### config.mk
export PLATFORM = sky130hd
export DESIGN_NAME = fetch_unit
export DESIGN_NICKNAME = d
export VERILOG_FILES = /design/src/rtl/fetch_unit_pkg.sv /design/src/rtl/fetch_unit_branch_lut.sv /design/src/rtl/fetch_unit.sv
export SDC_FILE = /design/constraint.sdc
export NUM_CORES = 1
export LEC_CHECK = 0
export CORE_MARGIN = 2
export CORE_UTILIZATION = 35
export CTS_BUF_LIST = sky130_fd_sc_hd__clkbuf_16
export DETAILED_ROUTE_END_ITERATION = 16
export GPL_TIMING_DRIVEN = 0
export PLACE_DENSITY = 0.55
export SETUP_SLACK_MARGIN = 0.5
export SYNTH_ARGS = -nofsm -noshare
export SYNTH_HDL_FRONTEND = slang
export SYNTH_SLANG_ARGS = --single-unit
### constraint.sdc
create_clock -name clk -period 31.7 [get_ports clk]
set_clock_uncertainty 0.15 [all_clocks]
set_input_delay 6.34 -clock clk [delete_from_list [all_inputs] [get_ports clk]]
set_output_delay 6.34 -clock clk [all_outputs]
set_load 0.005 [all_outputs]
### src/rtl/fetch_unit_pkg.sv
// Shared types and constants for the instruction fetch unit and its branch table.
package fetch_unit_pkg;

  localparam int PC_W_DEFAULT = 10;
  localparam logic [3:0] HALT_OPCODE = 4'b1111;

  typedef enum logic [1:0] {
    ST_IDLE   = 2'd0,
    ST_RUN    = 2'd1,
    ST_HALTED = 2'd2
  } fetch_state_t;

endpackage

### src/rtl/fetch_unit_branch_lut.sv
// Branch target table: registered write, combinational read, asynchronously cleared.
module branch_lut #(
  parameter int DEPTH  = 32,
  parameter int DATA_W = 10
) (
  input  logic              clk,
  input  logic              reset,
  input  logic              we,
  input  logic [4:0]        wr_addr,
  input  logic [DATA_W-1:0] wr_data,
  input  logic [4:0]        rd_addr,
  output logic [DATA_W-1:0] rd_data
);

  logic [DATA_W-1:0] mem_q [DEPTH];

  // Each entry is its own flop bank so the whole table clears on reset.
  for (genvar gi = 0; gi < DEPTH; gi++) begin : g_entry
    always_ff @(posedge clk or posedge reset) begin
      if (reset) begin
        mem_q[gi] <= '0;
      end else if (we && (wr_addr == 5'(gi))) begin
        mem_q[gi] <= wr_data;
      end
    end
  end

  assign rd_data = mem_q[rd_addr];

endmodule

### src/rtl/fetch_unit.sv
// Instruction fetch sequencer: IDLE/RUN/HALTED FSM, pc with branch mux, run-cycle counter.
module fetch_unit
  import fetch_unit_pkg::*;
#(
  parameter int          PC_W       = PC_W_DEFAULT,
  parameter int unsigned START_ADDR = 0,
  parameter int          LUT_DEPTH  = 32
) (
  input  logic            clk,
  input  logic            reset,
  input  logic            start,
  input  logic            stall,
  input  logic [8:0]      inst,
  input  logic            branch_en,
  input  logic            lut_we,
  input  logic [4:0]      lut_addr,
  input  logic [PC_W-1:0] lut_data,
  output logic [PC_W-1:0] pc,
  output logic            running,
  output logic            done,
  output logic [15:0]     cycle_count
);

  localparam logic [PC_W-1:0] START_PC = PC_W'(START_ADDR);

  fetch_state_t    state_q, state_d;
  logic [PC_W-1:0] pc_q, pc_d;
  logic [15:0]     cycle_count_q, cycle_count_d;
  logic            running_q, running_d;
  logic            done_q, done_d;
  logic [PC_W-1:0] lut_target;
  logic            is_halt;

  branch_lut #(
    .DEPTH  (LUT_DEPTH),
    .DATA_W (PC_W)
  ) u_branch_lut (
    .clk     (clk),
    .reset   (reset),
    .we      (lut_we),
    .wr_addr (lut_addr),
    .wr_data (lut_data),
    .rd_addr (inst[4:0]),
    .rd_data (lut_target)
  );

  assign is_halt = (inst[8:5] == HALT_OPCODE);

  always_comb begin
    state_d       = state_q;
    pc_d          = pc_q;
    cycle_count_d = cycle_count_q;
    case (state_q)
      ST_IDLE, ST_HALTED: begin
        if (start) begin
          state_d       = ST_RUN;
          pc_d          = START_PC;
          cycle_count_d = '0;
        end
      end
      ST_RUN: begin
        if (!stall) begin
          cycle_count_d = (cycle_count_q == 16'hFFFF) ? cycle_count_q : cycle_count_q + 16'd1;
          // HALT parks pc on its own address and overrides any branch.
          if (is_halt) begin
            state_d = ST_HALTED;
          end else if (branch_en) begin
            pc_d = lut_target;
          end else begin
            pc_d = pc_q + PC_W'(1);
          end
        end
      end
      default: begin
        state_d = ST_IDLE;
        pc_d    = START_PC;
      end
    endcase
    running_d = (state_d == ST_RUN);
    done_d    = (state_d == ST_HALTED);
  end

  always_ff @(posedge clk or posedge reset) begin
    if (reset) begin
      state_q       <= ST_IDLE;
      pc_q          <= START_PC;
      cycle_count_q <= '0;
      running_q     <= 1'b0;
      done_q        <= 1'b0;
    end else begin
      state_q       <= state_d;
      pc_q          <= pc_d;
      cycle_count_q <= cycle_count_d;
      running_q     <= running_d;
      done_q        <= done_d;
    end
  end

  assign pc          = pc_q;
  assign running     = running_q;
  assign done        = done_q;
  assign cycle_count = cycle_count_q;

endmodule

# ---- After elaboration in Yosys (flattened, before gate mapping)
# Index checks and enable logic that the tools add are counted.
dict set report word_totals {
  register_bits 350
  out_inout_bits 28
  elab_cells 136
}
dict set report op_classes {
  add_sub_neg 2
  order_cmp 1
  eq_ne 41
  muxes 16
  bitwise 1
  reduce_logical 38
}
# op count
set ops {}
lappend ops {{5-bit equality test, second input constant} 16}
lappend ops {{10-bit two-way mux} 6}
lappend ops {{10-bit binary-select mux with 5-bit select} 1}
lappend ops {{16-bit two-way mux} 3}
lappend ops {{5-bit by 4-bit equality test with 1-bit output, second input constant} 8}
lappend ops {{1-bit logical AND} 32}
lappend ops {{16-bit one-hot mux with 2 select lines} 1}
lappend ops {{5-bit by 3-bit equality test with 1-bit output, second input constant} 4}
lappend ops {{10-bit one-hot mux with 2 select lines} 1}
lappend ops {{16-bit by 1-bit adder with 16-bit output, second input constant} 1}
lappend ops {{16-bit equality test, second input constant} 1}
lappend ops {{10-bit by 1-bit adder with 10-bit output, second input constant} 1}
lappend ops {{5-bit by 2-bit equality test with 1-bit output, second input constant} 2}
lappend ops {{2-bit != test, second input constant} 4}
lappend ops {{6-bit >= comparator, second input constant} 1}
lappend ops {{2-bit two-way mux} 3}
lappend ops {{5-bit NOT with 6-bit output} 1}
lappend ops {{5-bit by 1-bit equality test with 1-bit output, second input constant} 1}
lappend ops {{5-bit logical NOT} 1}
lappend ops {{2-bit by 1-bit equality test with 1-bit output, second input constant} 2}
lappend ops {{2-bit equality test, second input constant} 2}
lappend ops {{4-bit equality test, second input constant} 1}
lappend ops {{2-bit one-hot mux with 2 select lines} 1}
lappend ops {{4-bit AND reduction} 1}
lappend ops {{other kinds (4)} 4}

# ---- Depth between registers and ports, before layout
dict set report logic_depth {
  ltp_word 8
  mapped_depth 9
  depth_no_buf 6
}

# ---- By module
# A second synthesis with hierarchy kept.
dict set report hier_totals {
  hier_cells 1287
  area_unflattened_um2 16602.2
}
# mod instances cells_each area_each_um2 seq_area_each_um2
set modules_own_cells {}
lappend modules_own_cells {branch_lut 1 1094 14930.6 8007.7}
lappend modules_own_cells {fetch_unit 1 193 1671.6 750.7}

# ---- Worst setup path after synthesis
# OpenSTA, ideal clock, no wires.
dict set report synth_timing {
  path_type {in2reg}
  startpoint {in inst[0]}
  endpoint {reg pc_q[2] (netlist: pc[2])}
  setup_ns 0.143
  t_arrival_ns 7.786
  t_required_ns 31.407
  slack_ns 23.621
  stages 5
  path_buffers 2
  cell_sequence {buf_6 -> buf_2 -> mux4_2 -> a2111oi_0 -> o221ai_1}
}
dict set report synth_between {
  elab_chain_cells 8
}
# element line_no
set synth_rtl {}
lappend synth_rtl {{start, declared} fetch_unit.sv:13} ;# input logic [8:0] inst,
lappend synth_rtl {{5-bit NOT with 6-bit output (implied by the code)} fetch_unit_branch_lut.sv:28} ;# assign rd_data = mem_q[rd_addr];
lappend synth_rtl {{10-bit binary-select mux with 5-bit select} fetch_unit_branch_lut.sv:28}
lappend synth_rtl {{10-bit two-way mux (implied by the code) (2 in a row)} fetch_unit_branch_lut.sv:28}
lappend synth_rtl {{10-bit two-way mux} fetch_unit.sv:67} ;# end else if (branch_en) begin
lappend synth_rtl {{10-bit two-way mux} fetch_unit.sv:65} ;# if (is_halt) begin
lappend synth_rtl {{10-bit two-way mux} fetch_unit.sv:62} ;# if (!stall) begin
lappend synth_rtl {{10-bit one-hot mux with 2 select lines} fetch_unit.sv:53} ;# case (state_q)
lappend synth_rtl {{end signal, assigned} fetch_unit.sv:92} ;# pc_q <= pc_d;
lappend synth_rtl {{end, declared} fetch_unit.sv:27} ;# logic [PC_W-1:0] pc_q, pc_d;
# Every way passes these cells. The select of a mux whose other input is x is not followed.
# A chain may end at the register's enable or synchronous reset.

# ---- Worst setup path in the final report
dict set report layout_timing {
  startpoint {in inst[1]}
  endpoint {reg pc_q[8] (netlist: pc[8])}
}
# The elaborated chain is that of the path after synthesis.

==> flow_metrics.env <==
export IMPL_gp_routability_congestion=0.837
export IMPL_most_common_cell_after_layout_fill_and_taps_aside="sky130_fd_sc_hd__dfrtp_1"
export IMPL_ys_warn_count=0
export IMPL_number_of_nets_produced_by_synthesis=1142
export IMPL_cts_resized_gates=0
export IMPL_clk_pin_slew_ps=60
export IMPL_worst_endpoint_required_ps=31910
export IMPL_final_period_demand_of_the_worst_path_ps=9020
export IMPL_clock_tree_from_tritoncts="yes"
export IMPL_synth_top_cell_area_share=0.535
export IMPL_drcViolationCount=0
export IMPL_h_tree_depth=2
export IMPL_cell_area_power_density_mw_per_mm2=67.6
export IMPL_critPathLaunchType="input port"
export IMPL_avgViaCountPerCell=5.49
export IMPL_setup_worst_path_class="in -> reg"
export IMPL_max_vdd_ir_drop_uv=34.7
export IMPL_worstPathArrival_ps=9220
export IMPL_hold_buffers=0
export IMPL_floorplan_die_width_um=220
export IMPL_max_buffers_root_to_sink=3
export IMPL_synth_enable_flop_cells=0
export IMPL_rsz0062_at_grt="no"
export IMPL_route_detailed_wl_per_inst_um=26.1
export IMPL_most_frequent_cells_in_the_layout="350 x sky130_fd_sc_hd__dfrtp_1, 322 x sky130_fd_sc_hd__mux2_2, 80 x sky130_fd_sc_hd__mux4_2"
export IMPL_synth_async_reset_ratio=1.00
export IMPL_final_layout_size_suffix_gt1_frac=0.421
export IMPL_final_setup_viol_count=0
export IMPL_hold_path_class="reg -> reg"
export IMPL_outcome="complete, no violations"
export IMPL_cts_post_setup_buffers_inserted=0
export IMPL_chipHeight_um=220
export IMPL_antenna_cells_inserted=0
export IMPL_max_slew_worst_pin_slew_ps=1360
export IMPL_ys_flop_type="sky130_fd_sc_hd__dfrtp_1"
export IMPL_number_of_global_route_vias_before_repair=10500
export IMPL_drt_pre_antenna_iters=5
export IMPL_grt_start_max_net_pins=131
export IMPL_share_of_the_clock_period_used_by_the_worst_path_after_layout=0.284
export IMPL_grt_first_pass_wirelength_mm=71.4
export IMPL_final_net_count=1236
export IMPL_rows=79
export IMPL_total_routing_resource_utilization_after_global_routing=0.204
export IMPL_netlist_cell_type_count=58
export IMPL_dr_first_iter_drc_count=703
export IMPL_fin_tns_setup_ps=0
export IMPL_antenna_violations_before_repair=0
export IMPL_cts_made_buffers=39
export IMPL_cell_taking_the_most_area_after_synthesis="sky130_fd_sc_hd__dfrtp_1"
export IMPL_maxCapViolations=0
export IMPL_timing_hold_violations_final=0
export IMPL_clkLatencyLatePin_ps=550
export IMPL_area_enclosed_by_the_die_boundary_mm2=0.0485
export IMPL_max_slew_violation_count=0
export IMPL_timing_slew_headroom=0.0886
export IMPL_mean_syn_cell_area_um2=14.7
export IMPL_cts_sinks=350
export IMPL_post_synth_instance_area_mm2=0.0164
export IMPL_crit_path_max_fanout=10
export IMPL_routed_wl_mm=48.0
export IMPL_ctsRootBufferMaster="sky130_fd_sc_hd__clkbuf_16"
export IMPL_endpoint_kind="register"
export IMPL_floorplan_core_area_mm2=0.0464
export IMPL_power_leakage_nw=8.25
export IMPL_ys_ff_latch=350
export IMPL_holdWs_ps=350
export IMPL_floorplan_initialDensity=0.353
export IMPL_globalRoute_totalOverflow=0
export IMPL_cells_after_synth=1110
export IMPL_yosysSeqAreaShare=0.535
export IMPL_detailroute_via_count=10100
export IMPL_detailed_place_hpwl_mm=31.4
export IMPL_syn2layout_area_growth_pct=16.5
export IMPL_floorplan_io_pins=58
export IMPL_synthTopCellsByArea="sky130_fd_sc_hd__dfrtp_1 54%, sky130_fd_sc_hd__mux2_2 22%, sky130_fd_sc_hd__mux4_2 11%"
export IMPL_postRouteAntennaNets=0
export IMPL_max_clock_freq_mhz=111
export IMPL_buffer_ports_inserted=49
-- sequential cells by signal, indices dropped and copies added (netlist names) --
register and count:
u_branch_lut.mem_q 320, done 1, state_q 2, pc 10, cycle_count 16, running 1
-- final timing paths --
path / startpoint / to / slack [ps] / cells after the start
setup / recovery: inst[1] / pc[8]$_DFFE_PP0P_ / 22680 / 8
hold / removal: u_branch_lut.mem_q[2]$_DFFE_PP0P_ / u_branch_lut.mem_q[2]$_DFFE_PP0P_ / 350 / 1
setup reg to reg: state_q[0]$_DFF_PP0_ / pc[6]$_DFFE_PP0P_ / 29160 / 6
hold reg to reg: u_branch_lut.mem_q[2]$_DFFE_PP0P_ / u_branch_lut.mem_q[2]$_DFFE_PP0P_ / 350 / 1
max in group asynchronous: reset / u_branch_lut.mem_q[235]$_DFFE_PP0P_ / 24060 / 3
min in group asynchronous: reset / u_branch_lut.mem_q[192]$_DFFE_PP0P_ / 6180 / 2
-- power breakdown --
group          leakage (nW)  switching [mW]  internal (mW)
clock network         0.679           0.187          0.286
logic                  3.09          0.0966          0.134
registers              4.49          0.0507          0.535
-- cells by family after synthesis --
kind of cell,after synthesis,share of synthesized area
AO/OA/AOI/OAI,67,0.0291
adder cells (fa/ha/maj),2,0.00153
buffers and inverters,83,0.0242
flip-flops,350,0.535
AND/OR/NAND/NOR,175,0.0605
multiplexers,421,0.343
XOR/XNOR,12,0.00642
-- worst max-delay path, cell delays in order --
cell	delay [ps]
sky130_fd_sc_hd__clkdlybuf4s50_1	610
sky130_fd_sc_hd__buf_2	410
sky130_fd_sc_hd__buf_2	450
sky130_fd_sc_hd__mux4_2	370
sky130_fd_sc_hd__mux2i_1	140
sky130_fd_sc_hd__o211ai_1	90
sky130_fd_sc_hd__o21ai_0	510
sky130_fd_sc_hd__o311ai_0	270
-- cells in the mapped netlist, types with 10 or more instances --
| cell type | number |
|---|---|
| sky130_fd_sc_hd__nor2b_1 | 13 |
| sky130_fd_sc_hd__nand4_1 | 13 |
| sky130_fd_sc_hd__mux4_2 | 80 |
| sky130_fd_sc_hd__mux2_2 | 322 |
| sky130_fd_sc_hd__mux2i_1 | 19 |
| sky130_fd_sc_hd__clkbuf_1 | 42 |
| sky130_fd_sc_hd__o21ai_0 | 12 |
| sky130_fd_sc_hd__dfrtp_1 | 350 |
| sky130_fd_sc_hd__nand3_1 | 22 |
| sky130_fd_sc_hd__nor2_2 | 10 |
| sky130_fd_sc_hd__buf_2 | 24 |
| sky130_fd_sc_hd__nand2_1 | 34 |
| sky130_fd_sc_hd__nor2_1 | 29 |
-- stage by stage --
step / instances / util / setup WS (ps) / total power, mW / instance area [µm²]
after floorplan: 1110 / - / 15500 / 0.745 / 16400
final: 1841 / 0.411 / 22680 / 1.29 / 19100
after CTS: 1841 / 0.411 / 22620 / 1.30 / 19100
after global placement: 1766 / 0.380 / 10970 / 0.816 / 17600
after global routing: 1841 / 0.411 / 22490 / 1.35 / 19100
after detailed placement: 1770 / 0.383 / 22040 / 0.825 / 17700
-- routing by layer --
metal	vias up	GRT usage	wire, µm
li1	4376	-	-
met3	46	0.0301	2060
met5	-	0	0
met1	5457	0.294	22600
met2	228	0.328	22600
met4	0	0.0430	655
-- cell type report --
class | instances | area, µm²
fillers | 4308 | 27300
repair buffers | 53 | 588
flip-flops and latches | 350 | 8760
multi-input cells | 677 | 7230
well taps | 607 | 759
plain buffers | 78 | 377
clock inverters | 31 | 328
clock buffers | 40 | 1000
inverters | 5 | 26.3
Note: power is estimated with default switching activity, not from simulation.
